[config.mk]
export PLATFORM = sky130hd
export DESIGN_NAME = pattern_gen
export DESIGN_NICKNAME = d
export VERILOG_FILES = /design/src/rtl/pattern_gen_pkg.sv /design/src/rtl/pattern_gen_lane.sv /design/src/rtl/pattern_gen.sv
export SDC_FILE = /design/constraint.sdc
export NUM_CORES = 1
export LEC_CHECK = 0
export CAP_MARGIN = 10
export CORE_MARGIN = 10
export CORE_UTILIZATION = 48
export CTS_BUF_LIST = sky130_fd_sc_hd__clkbuf_8 sky130_fd_sc_hd__clkbuf_16
export CTS_CLUSTER_SIZE = 25
export DETAILED_ROUTE_END_ITERATION = 16
export PLACE_DENSITY = 0.73
export REMOVE_ABC_BUFFERS = 1
export SYNTH_ARGS = -nofsm -noshare
export SYNTH_HDL_FRONTEND = slang
export SYNTH_HIERARCHICAL = 1
export SYNTH_SLANG_ARGS = --single-unit
export TNS_END_PERCENT = 5
[constraint.sdc]
create_clock -name clk -period 7.19 [get_ports clk]
set_input_delay 1.438 -clock clk [delete_from_list [all_inputs] [get_ports clk]]
set_output_delay 1.438 -clock clk [all_outputs]
set_load 0.02 [all_outputs]
[src/rtl/pattern_gen_pkg.sv]
// Shared types and helpers for the multi-channel pattern generator.
package pattern_gen_pkg;

  typedef enum logic {
    IDLE = 1'b0,
    RUN  = 1'b1
  } state_t;

  // A length of zero, or one longer than the frame, selects the full frame.
  function automatic int unsigned eff_len(input int unsigned len, input int unsigned width);
    return ((len == 0) || (len > width)) ? width : len;
  endfunction

endpackage

[src/rtl/pattern_gen_lane.sv]
// One output channel: WIDTH-bit right-shifting frame register, LSB drives the pin.
module pattern_gen_lane #(
  parameter int WIDTH = 32
) (
  input  logic             clk,
  input  logic             rst,
  input  logic             load,
  input  logic             shift,
  input  logic             clear,
  input  logic [WIDTH-1:0] data,
  output logic             bit_out
);

  logic [WIDTH-1:0] sr;

  always_ff @(posedge clk or posedge rst) begin
    if (rst) begin
      sr <= '0;
    end else if (clear) begin
      sr <= '0;
    end else if (load) begin
      sr <= data;
    end else if (shift) begin
      sr <= {1'b0, sr[WIDTH-1:1]};
    end
  end

  assign bit_out = sr[0];

endmodule

[src/rtl/pattern_gen.sv]
// Multi-channel LSB-first frame emitter with shared length/repeat/start/stop control.
// Optional frame_mark output enabled by PATTERN_GEN_FRAME_MARK_EN; the repeat input is
// named repeat_count because "repeat" is a reserved word.
module pattern_gen
  import pattern_gen_pkg::*;
#(
  parameter int NCH   = 4,
  parameter int WIDTH = 32,
  parameter int LW    = $clog2(WIDTH) + 1,
  parameter int RW    = 16
) (
  input  logic               clk,
  input  logic               rst,
  input  logic               start,
  input  logic               stop,
  input  logic [NCH*WIDTH-1:0] frame,
  input  logic [LW-1:0]      len,
  input  logic [RW-1:0]      repeat_count,
  output logic [NCH-1:0]     pulse,
  output logic               busy,
  output logic               done
`ifdef PATTERN_GEN_FRAME_MARK_EN
  ,
  output logic               frame_mark
`endif
);

  state_t               state_q, state_d;
  logic [NCH*WIDTH-1:0] frame_sh;
  logic [LW-1:0]        len_sh;
  logic [RW-1:0]        rep_sh;
  logic [LW-1:0]        bit_cnt;
  logic [RW-1:0]        frame_cnt;
  logic                 stop_pend;

  logic [LW-1:0]        len_eff_in;
  logic [RW-1:0]        frames_next;
  logic                 last_bit;
  logic                 count_end;
  logic                 ld_start;
  logic                 reload;
  logic                 shift;
  logic                 clear;

  assign len_eff_in  = LW'(eff_len(32'(len), WIDTH));
  assign frames_next = frame_cnt + RW'(1);
  assign last_bit    = (bit_cnt == (len_sh - LW'(1)));
  assign count_end   = (rep_sh != '0) && (frames_next == rep_sh);

  always_comb begin
    state_d  = state_q;
    ld_start = 1'b0;
    reload   = 1'b0;
    shift    = 1'b0;
    clear    = 1'b0;
    case (state_q)
      IDLE: begin
        if (start && !stop) begin
          state_d  = RUN;
          ld_start = 1'b1;
        end
      end
      RUN: begin
        if (last_bit) begin
          // A stop arriving on the final bit still ends at this boundary.
          if (stop_pend || stop || count_end) begin
            state_d = IDLE;
            clear   = 1'b1;
          end else begin
            reload = 1'b1;
          end
        end else begin
          shift = 1'b1;
        end
      end
      default: state_d = IDLE;
    endcase
  end

  always_ff @(posedge clk or posedge rst) begin
    if (rst) begin
      state_q   <= IDLE;
      busy      <= 1'b0;
      done      <= 1'b0;
      frame_sh  <= '0;
      len_sh    <= '0;
      rep_sh    <= '0;
      bit_cnt   <= '0;
      frame_cnt <= '0;
      stop_pend <= 1'b0;
    end else begin
      state_q <= state_d;
      busy    <= (state_d == RUN);
      done    <= (state_q == RUN) && (state_d == IDLE);
      if (ld_start) begin
        frame_sh  <= frame;
        len_sh    <= len_eff_in;
        rep_sh    <= repeat_count;
        bit_cnt   <= '0;
        frame_cnt <= '0;
        stop_pend <= 1'b0;
      end else if (state_q == RUN) begin
        if (clear) begin
          bit_cnt   <= '0;
          frame_cnt <= '0;
          stop_pend <= 1'b0;
        end else begin
          if (reload) begin
            bit_cnt   <= '0;
            frame_cnt <= frames_next;
          end else begin
            bit_cnt <= bit_cnt + LW'(1);
          end
          if (stop) begin
            stop_pend <= 1'b1;
          end
        end
      end
    end
  end

`ifdef PATTERN_GEN_FRAME_MARK_EN
  always_ff @(posedge clk or posedge rst) begin
    if (rst) begin
      frame_mark <= 1'b0;
    end else begin
      frame_mark <= ld_start || reload;
    end
  end
`endif

  for (genvar c = 0; c < NCH; c++) begin : g_lane
    pattern_gen_lane #(
      .WIDTH(WIDTH)
    ) u_lane (
      .clk    (clk),
      .rst    (rst),
      .load   (ld_start || reload),
      .shift  (shift),
      .clear  (clear),
      .data   (ld_start ? frame[c*WIDTH +: WIDTH] : frame_sh[c*WIDTH +: WIDTH]),
      .bit_out(pulse[c])
    );
  end

endmodule

# Word-level counts from Yosys, hierarchy flattened
# Index checks and enable logic that the tools add are counted.
# W data, S select, Z words.
# classes
n_addsub	3
mul	0
div_mod_pow	0
magnitude_cmp	1
n_eq_ne	2
shift	0
muxes	41
n_bitwise	2
reduce_logical	16
# op_table
cell	n
$mux W32	16
$mux W16	4
$mux W6	5
$add A16 B1 Y16 const B	1
$eq A16 B16 Y1	1
$reduce_bool A16 Y1	1
$mux W1	15
$reduce_bool A3 Y1	3
$add A6 B1 Y6 const B	1
$eq A6 B6 Y1	1
$gt A6 B6 Y1 const B	1
$logic_not A6 Y1	1
$sub A6 B1 Y6 const B	1
$logic_or A1 B1 Y1	4
$reduce_and A2 Y1	2
$logic_and A1 B1 Y1	3
$not A1 Y1	2
$pmux W1 S2	1
$reduce_bool A2 Y1	1
$logic_not A1 Y1	1
# totals
reg_bits	303
latch_bits	0
mem_bits_rw	0
mem_bits_ro	0
out_inout_bits	6
elab_cells	77
n_memories	0

# Depth between registers and ports, before layout
# logic_depth
word_depth	11
mapped_depth	12
depth_no_buf	10

# Modules after synthesis
# Netlist, hierarchy kept.
# modules_own_cells
module	n_inst	cells_each	area_per_inst_um2
pattern_gen	1	888	7748.7
pattern_gen_lane	4	143	1825.5

# Least setup slack after synthesis
# Ideal clock, no wire load.
# synth_path
path_kind	input-to-reg
startpoint	in stop
endpoint	reg g_lane[0].u_lane.sr[8]
setup_ns	0.175
arrival_ns	3.371
slack_ns	3.644
cell_stages	9
n_path_buf	4
path_cell_list	nand2b_1 nand2b_1 clkbuf_1 clkbuf_1 clkbuf_1 nand2_1 inv_1 buf_2 a211oi_2
# synth_between
elab_chain_cells	8
elab_cells_between_ends	17
cone_classes	mux: 11; reduce/logical: 6
# synth_rtl
element	line_no	source
start: declaration	pattern_gen.sv:15	input logic stop,
$logic_or A1 B1 Y1 (2 in a row)	pattern_gen.sv:66	if (stop_pend || stop || count_end) begin
$mux W1	pattern_gen.sv:66	
$mux W1	pattern_gen.sv:64	if (last_bit) begin
$mux W1	pattern_gen.sv:56	case (state_q)
$logic_or A1 B1 Y1	pattern_gen.sv:138	.load (ld_start || reload),
$mux W32	pattern_gen_lane.sv:21	end else if (load) begin
$mux W32	pattern_gen_lane.sv:19	end else if (clear) begin
end signal: assignment	pattern_gen_lane.sv:22	sr <= data;
end signal: assignment	pattern_gen_lane.sv:24	sr <= {1'b0, sr[WIDTH-1:1]};
end: declaration	pattern_gen_lane.sv:14	logic [WIDTH-1:0] sr;
# Parallel ways exist; a longest one is shown, timed or not.
# A chain may end at the register's enable or synchronous reset.

# Worst setup path in the final report
# layout_path
startpoint	reg frame_cnt[5]
endpoint	reg g_lane[3].u_lane.sr[18]
# layout_between
elab_chain_cells	10
elab_cells_between_ends	14
cone_classes	add/sub: 1; eq/ne: 1; mux: 8; reduce/logical: 4
# layout_rtl
element	line_no	source
start: declaration	pattern_gen.sv:33	logic [RW-1:0] frame_cnt;
start signal: assignment	pattern_gen.sv:110	frame_cnt <= frames_next;
$add A16 B1 Y16 (*)	pattern_gen.sv:46	assign frames_next = frame_cnt + RW'(1);
$eq A16 B16 Y1 (*)	pattern_gen.sv:48	assign count_end = (rep_sh != '0) && (frames_next == rep_sh);
$logic_and A1 B1 Y1 (*)	pattern_gen.sv:48	
$logic_or A1 B1 Y1 (*)	pattern_gen.sv:66	
$mux W1	pattern_gen.sv:66	
$mux W1	pattern_gen.sv:64	
$mux W1	pattern_gen.sv:56	
$logic_or A1 B1 Y1	pattern_gen.sv:138	
$mux W32	pattern_gen_lane.sv:21	
$mux W32	pattern_gen_lane.sv:19	
end signal: assignment	pattern_gen_lane.sv:22	
end signal: assignment	pattern_gen_lane.sv:24	
end: declaration	pattern_gen_lane.sv:14	
# Mark *: on every way between the ends. The rest lies on a longest branch, timed or not.

==> results.toml <==
[die]
dieArea_um2 = 38800
die_h_um = 197
die_w_um = 197
io-pin-count = 160
core_um2 = 30700
rows = 64
initial_core_util = 0.489

[clock_network]
post_cts_buffers = 0
ctsResizeCount = 0
cts.sinks = 303
path_clk_slew_ns = 0.06
clock_latency_ns = 0.50
htreeDepth = 2
cts_buffers = 34
cts_hold_buf = 0
clockRootBuffer = "clkbuf_16"
cts.path.max_buffers = 3
tritoncts = "yes"

[synth]
yosys_warnings = 6
synth_common_cells = "nand2_1, dfrtp_1, nor2b_1"
synth.area.top_cells = "dfrtp_1, nand2_1, a211oi_2, mux2i_1, nor2b_1"
synth_top_area_share = 0.504
synth_top_area_cell = "dfrtp_1"
synth_most_common_cell = "nand2_1"
synthesis.area_um2 = 15100
synth_edf_count = 0
syn_area_per_cell_um2 = 10.3
async_flop_share = 1.00
synthFlopType = "dfrtp_1"
ys_ff_latch = 303
synth_cells = 1460
ys_types = 60
synth_seq_area_share = 0.504

[critical_path]
end_kind = "register"
cp_num_buf_inv = 2
cpPeakStageDelay_ns = 0.94
cp.arrival_ns = 4.92
required_ns = 7.54
crit_slowest_cell = "inv_1"
path_cells = "nand4_2 -> or4_4 -> xnor2_1 -> nor4_2 -> nand4b_4 -> nand3_4 -> nand2_4 -> inv_1 -> buf_4 -> a211oi_2"
crit_type = "register to register"
cp_max_fo = 76
crit_path_start_kind = "register"
critPathTopFamily = "simple AND/OR/NAND/NOR gates"

[job]
maxCapViolCount = 0

[drt]
drc_errors = 0
viasPerCell = 5.22
post_drt_wl_per_cell_um = 16.5
drt_iter0_drc = 625
drt-pass1-iter-count = 5
ant_nets = 0
num_vias = 10400
finalWirelength_um = 32900

[status]
status = "finished, final reports clean"

[pwr]
p_int_uw = 4530
peakVddDrop_mv = 0.196
power_leakage_uw = 0.00892
switching_power_uw = 2180
swShare = 0.325
p_clk_frac = 0.253
combPwrFrac = 0.342
power.density_nw_per_um2 = 377
p_seq_frac = 0.404

[placement]
gp_congestion = 0.854
place.detailed.hpwl_um = 21600
io_buffers = 159

[finish]
multi_input_area_um2 = 6790
final_nets = 1734
drive_gt1_frac = 0.135
nFillCells = 2641
regArea_um2 = 7580
diodes = 0
area_growth_pct = 18.2

[sta]
timing.fmax_ghz = 0.219
setup_viol = 0
min_period_over_period = 0.636
fin_skew_ns = 0.0126
hold_ws_ns = 0.468
relSlewSlack = 0.278
worst_pin_slew_ns = 1.08
final_period_minus_worst_setup_slack_ns = 4.57
setup_tns_ns = 0
rsz0062_at_grt = "no"
timing_hold_violations_final = 0
slew_violations = 0

[grt]
grt_util_all_layers = 0.168
grt_pass1_wl_um = 54900
grt_pass1_vias = 10800
grt.overflow.total = 0
grt_max_degree = 126
antenna_found_initial = 0

[min_path]
hold_path_class = "register to register"
power groups by stage:
stage          clock network [uW]  logic (uW)  registers (uW)
3_5_place_dp                    0        2320            2740
3_3_place_gp                    0        2250            2710
2_1_floorplan                   0        2040            2660
4_1_cts                      1750        2330            2710
6_report                     1700        2300            2710
5_1_grt                      1820        2560            2790
through the flow:
stage	setup slack [ns]	util	total power, uW	cells	instance area [um2]
floorplan	-3.47	-	4700	1364	14400
global placement	2.37	0.542	4960	1937	16700
detailed placement	2.31	0.542	5050	1937	16700
CTS	2.61	0.579	6790	1997	17800
global route	2.25	0.579	7170	1997	17800
finish	2.62	0.579	6710	1997	17800
cells by family after synthesis:
kind of cell | share of synthesized area
mux | 0.0838
buf+inv | 0.0476
xor+xnor | 0.0191
fa+ha+maj | 0.00249
compound gates | 0.132
simple gates | 0.211
flops | 0.504
registers in the layout, summed over array words and instances, names as in the netlist:
name	flops
rep_sh	16
done	1
bit_cnt	6
frame_cnt	16
frame_sh	128
stop_pend	1
len_sh	6
g_lane.u_lane/sr	128
state_q	1
per-layer routing:
layer	up-vias	global-route usage	wire [um]
li1	5153	-	-
met2	191	0.278	15800
met4	0	0.0342	487
met3	38	0.0296	1340
met1	5051	0.228	15300
met5	-	0	0
cells in the final DEF (no fill, tap or decap), drive strengths merged, types with 23 or more instances in the layout:
| cell type | n |
|---|---|
| nand2 | 464 |
| dfrtp | 303 |
| clkdlybuf4s50 | 159 |
| nor2b | 128 |
| mux2i | 126 |
| a211oi | 125 |
| clkbuf | 42 |
| inv | 25 |
| nor2 | 24 |
| o21ai | 23 |
worst register-to-register path, delay by kind of cell, from the launching register on:
family,cells,cell delay (ns)
buffers and inverters,2,1.31
AND/OR/NAND/NOR,6,2.28
flip-flops,1,0.60
XOR/XNOR,1,0.15
AO/OA/AOI/OAI,1,0.09
path summary, 6_finish.rpt:
check,start,endpoint,slack [ns],cells after the start
worst min-delay path,frame_sh[103]$_DFFE_PP0P_,frame_sh[103]$_DFFE_PP0P_,0.47,2
min in group asynchronous,rst,g_lane[2].u_lane/sr[26]$_DFFE_PP0P_,1.63,3
worst min register to register,frame_sh[103]$_DFFE_PP0P_,frame_sh[103]$_DFFE_PP0P_,0.47,2
max in group asynchronous,rst,frame_cnt[3]$_DFFE_PP0P_,4.21,3
worst max register to register,frame_cnt[5]$_DFFE_PP0P_,g_lane[3].u_lane/sr[18]$_DFFE_PP0P_,2.62,10
worst max-delay path,frame_cnt[5]$_DFFE_PP0P_,g_lane[3].u_lane/sr[18]$_DFFE_PP0P_,2.62,10
final cells by class:
cell class / instances / area share
sequential: 303 / 0.426
multi-input combinational: 1040 / 0.381
timing repair buffer: 177 / 0.0970
clock buffer: 42 / 0.0546
tap: 396 / 0.0278
clock inverter: 18 / 0.00795
inverter: 21 / 0.00513
Power figures use the tool's default switching activity.
